## config.mk

```make
export PLATFORM = sky130hd
export DESIGN_NAME = instruction_fetch_unit
export DESIGN_NICKNAME = d
export VERILOG_FILES = /design/src/rtl/instruction_fetch_unit.sv
export SDC_FILE = /design/constraint.sdc
export NUM_CORES = 1
export LEC_CHECK = 0
export CORE_MARGIN = 1.5
export CORE_UTILIZATION = 49
export CTS_CLUSTER_DIAMETER = 50
export DETAILED_ROUTE_END_ITERATION = 12
export PLACE_DENSITY = 0.81
export SLEW_MARGIN = 10
export SYNTH_ARGS = -nofsm -noshare
export SYNTH_HDL_FRONTEND = slang
export SYNTH_SLANG_ARGS = --single-unit
export TNS_END_PERCENT = 30
```

## constraint.sdc

```tcl
create_clock -name Clk -period 6.7 [get_ports Clk]
set_clock_uncertainty 0.2 [all_clocks]
set_input_delay 1.34 -clock Clk [delete_from_list [all_inputs] [get_ports Clk]]
set_output_delay 1.34 -clock Clk [all_outputs]
set_load 0.01 [all_outputs]
```

## src/rtl/instruction_fetch_unit.sv

```systemverilog
// Multi-cycle instruction fetch and next-PC sequencer.
// Fetches over req/ack and issues to decode over valid/ready.
`timescale 1ns/1ps
module instruction_fetch_unit #(
  parameter logic [31:0] RESET_PC = 32'h0000_0000
) (
  input  logic        Clk,
  input  logic        Rst,
  output logic        imem_req,
  output logic [31:0] imem_addr,
  input  logic        imem_ack,
  input  logic [31:0] imem_rdata,
  output logic        instr_valid,
  input  logic        instr_ready,
  output logic [31:0] instr,
  output logic [31:0] instr_pc4,
  input  logic        PCSrc,
  input  logic        BranchTaken,
  input  logic [31:0] BranchOffset,
  input  logic        j_Control,
  input  logic        jal_Control,
  output logic [31:0] link_addr,
  output logic [31:0] instr_count
);

  typedef enum logic [1:0] {
    IDLE  = 2'd0,
    FETCH = 2'd1,
    ISSUE = 2'd2
  } state_t;

  state_t      state;
  logic [31:0] pc;
  logic [31:0] next_pc;
  logic [31:0] br_target;
  logic [31:0] j_target;

  assign imem_addr = pc;

  assign br_target = instr_pc4 + {BranchOffset[29:0], 2'b00};
  assign j_target  = {instr_pc4[31:28], instr[25:0], 2'b00};

  // jump outranks a simultaneously taken branch
  always_comb begin
    next_pc = instr_pc4;
    if (j_Control)
      next_pc = j_target;
    else if (PCSrc && BranchTaken)
      next_pc = br_target;
  end

  always_ff @(posedge Clk or posedge Rst) begin
    if (Rst) begin
      state       <= IDLE;
      pc          <= RESET_PC;
      imem_req    <= 1'b0;
      instr_valid <= 1'b0;
      instr       <= 32'h0;
      instr_pc4   <= 32'h0;
      link_addr   <= 32'h0;
      instr_count <= 32'h0;
    end else begin
      unique case (state)
        IDLE: begin
          state    <= FETCH;
          imem_req <= 1'b1;
        end
        FETCH: begin
          if (imem_ack) begin
            instr       <= imem_rdata;
            instr_pc4   <= pc + 32'd4;
            imem_req    <= 1'b0;
            instr_valid <= 1'b1;
            state       <= ISSUE;
          end
        end
        ISSUE: begin
          if (instr_ready) begin
            pc          <= next_pc;
            instr_valid <= 1'b0;
            imem_req    <= 1'b1;
            instr_count <= instr_count + 32'd1;
            if (jal_Control)
              link_addr <= instr_pc4;
            state       <= FETCH;
          end
        end
        default: begin
          state       <= IDLE;
          imem_req    <= 1'b0;
          instr_valid <= 1'b0;
        end
      endcase
    end
  end

endmodule

```

==> results by group <==
Outcome
  • Outcome: finished, final reports clean

Synthesis
  • Syn. warnings: 0
  • Post-Syn Instances: 880
  • Area leader, netlist: dfrtp_1
  • Top post-synthesis cells by area: dfrtp_1 (47%), mux2_2 (8.7%), nand2_1 (5.5%), o21ai_0 (4.8%), xnor2_1 (4.5%)
  • Synth Cell Area: 8678 µm²
  • Library cells used by synthesis: 53
  • Post-synth top area share: 0.4700
  • Post-synth ARST share: 1.000
  • Synth Register Bits: 163
  • Syn_nets: 984
  • Avg Inst Size Synth: 9.862 µm²
  • Main synth FF type: dfrtp_1
  • Seq/Total Area, Yosys: 0.4700
  • Post-synth EDFFs: 0

Critical path
  • CP required: 6850 ps
  • CP peak stage delay: 750 ps
  • Crit path cell chain: clkdlybuf4s50_1 -> and3b_1 -> nand2_1 -> nor3_1 -> nand4_1 -> nor3_1 -> nand2_1 -> nor2_1 -> xor2_1
  • Critical Path Source Type: input port
  • Max FO, Critical Path: 22
  • CP Capture Type: flop
  • Setup CP Type: input port to flop
  • CP max stage cell: and3b_1
  • Critical path data arrival time: 4560 ps

STA
  • Setup TNS: 0 ps
  • Min Hold Slack: 267.7 ps
  • Pins over their slew limit: 0
  • Fmax: 0.2266 GHz
  • Final hold viol count: 0
  • Tmin final: 4412 ps
  • Slew headroom: 0.3351
  • RSZ-0062 raised after global routing: false
  • Least-Margin Pin Slew: 996.2 ps
  • Tcrit/Tclk final: 0.6585
  • Final setup violating endpoints: 0

Detailed routing
  • Post-route ant nets: 0
  • DR WL met3: 1484 µm
  • Uppermost layer routed: met4
  • Metal-1 WL: 10,040 µm
  • Vias per cell: 5.516
  • Met2 wire len: 11,450 µm
  • Avg WL per Cell: 17.39 µm
  • First-iteration detailed-routing DRC count: 372
  • Post-Route WL: 23,310 µm
  • Pre-antenna DRT Iters: 5
  • Vias: 7,391
  • DRC viols: 0

Layout
  • Layout overhead on the synthesized area: 36.01%
  • Multi-input logic area: 4410 µm²
  • Fin util: 0.6824
  • Share of cells above drive strength 1: 0.1049
  • Ant. Diodes: 0
  • # fillers: 1,358
  • Seq. cell area: 4079 µm²
  • Layout Cells excl Fill: 1,340
  • Final nets: 1,206

Clock tree
  • CTS Sinks: 163
  • H-Tree Depth: 4
  • PostCTS Resize Cnt: 0
  • Clk Latency, worst-skew pair: 440 ps
  • CTS Root Cell: clkbuf_16
  • Clock tree buffer depth: 2
  • Clk slew on worst S/H paths: 70 ps
  • CTS Buf Count: 17
  • CTS tree: done
  • # hold bufs at CTS: 0
  • Setup Buffers After CTS: 0

Run
  • Max_cap viols: 0

Pwr
  • Static Leak: 5.178 nW
  • Peak VDD IR: 0.2382 mV
  • Power per standard cell area: 418.6 nW/µm²

Place
  • DP HPWL: 16,730 µm
  • Global placer's final weighted congestion: 0.8904
  • Placed Cells: 1,308
  • IO Port Bufs: 231

Global routing
  • Vias in the first global route: 7,145
  • Global-route wire length before repair: 37,080 µm
  • Gr ovfl total: 0
  • GRT Resource Usage Total: 0.2566
  • Initial antenna violation count: 0
  • Largest net degree at the start of global routing: 84

Floorplan
  • Chip width: 136.1 µm
  • Core ar.: 17,300 µm²
  • I/O pin cnt: 234
  • Die area: 18,520 µm²
  • Die height: 136.1 µm
  • Initial core utilization: 0.5017
  • Num rows: 48

Hold path
  • Worst hold path type: flop to flop
-- sequential cells by signal, indices dropped and copies added (netlist names) --
register / flops
instr: 32
link_addr: 32
instr_pc4: 32
imem_addr: 32
instr_count: 32
instr_valid: 1
state: 2
-- placed cells by master (no fill, tap or decap), types with 22 or more instances in the layout --
| master | instances |
|---|---|
| a21oi_1 | 47 |
| clkdlybuf4s50_1 | 231 |
| dfrtp_1 | 163 |
| ha_1 | 31 |
| mux2_2 | 67 |
| nand2_1 | 126 |
| nand4_1 | 22 |
| nor2_1 | 61 |
| o21ai_0 | 84 |
| xnor2_1 | 45 |
| xor2_1 | 31 |
-- routing by layer --
layer | track usage | vias to the layer above
met5 | 0 | -
met1 | 0.3373 | 3561
li1 | - | 3568
met3 | 0.05779 | 22
met4 | 0.08274 | 0
met2 | 0.4209 | 240
-- logic make-up after synthesis --
kind of cell	count (synthesis)	synth area share
buffers and inverters	51	0.02206
DFF	163	0.4700
xor gates and xnor gates	76	0.07670
AOI/OAI and AO/OA	208	0.1471
adders and majority gates	32	0.04700
and+or+nand+nor	278	0.1443
muxes	72	0.09285
-- cells in the mapped netlist, types with 7 or more instances --
cell type,number
a211oi_1,9
a21o_1,14
a21oi_1,47
a31oi_1,8
and3_1,18
clkbuf_1,31
dfrtp_1,163
ha_1,31
inv_1,16
mux2_2,67
nand2_1,127
nand3_1,18
nand4_1,22
nor2_1,61
nor3_1,8
o211ai_1,7
o21a_1,7
o21ai_0,84
xnor2_1,45
xor2_1,31
-- worst paths after layout --
check	startpoint	endpoint	slack [ps]	cells after the start
setup / recovery	instr_ready	instr_count[28]	2290	9
hold / removal	instr_count[31]	instr_count[31]	270	1
setup reg to reg	state[0]	instr_count[28]	3240	8
hold reg to reg	instr_count[31]	instr_count[31]	270	1
max in group asynchronous	Rst	instr[6]	4030	3
min in group asynchronous	Rst	link_addr[28]	1220	2
-- where the power goes --
group	switching, mW	internal (mW)	leakage [nW]	total (mW)
registers	0.390	1.33	2.09	1.72
clock network	0.437	0.571	0.299	1.01
logic	1.00	1.21	2.79	2.21
total	1.83	3.11	5.18	4.94
-- worst max-delay path, delay by kind of cell --
family	cells	cell delay, ps
xor+xnor	1	180
buf+inv	1	540
simple gates	7	2490
-- final cells by class --
class,instances,share of cell area
multi-input combinational,666,0.3736
sequential,163,0.3456
timing repair buffer,238,0.2003
clock buffer,18,0.03721
tap,225,0.02385
clock inverter,14,0.01389
inverter,16,0.005512
-- stage by stage --
stage	instance area, µm²	power (mW)	setup slack, ps
3_5_place_dp	11200	3.936	1878
4_1_cts	11800	4.961	2302
6_report	11800	4.941	2288
2_1_floorplan	8678	2.876	755.0
5_1_grt	11800	5.259	2007
3_3_place_gp	11200	3.875	1985
(Power assumes the default switching activity.)
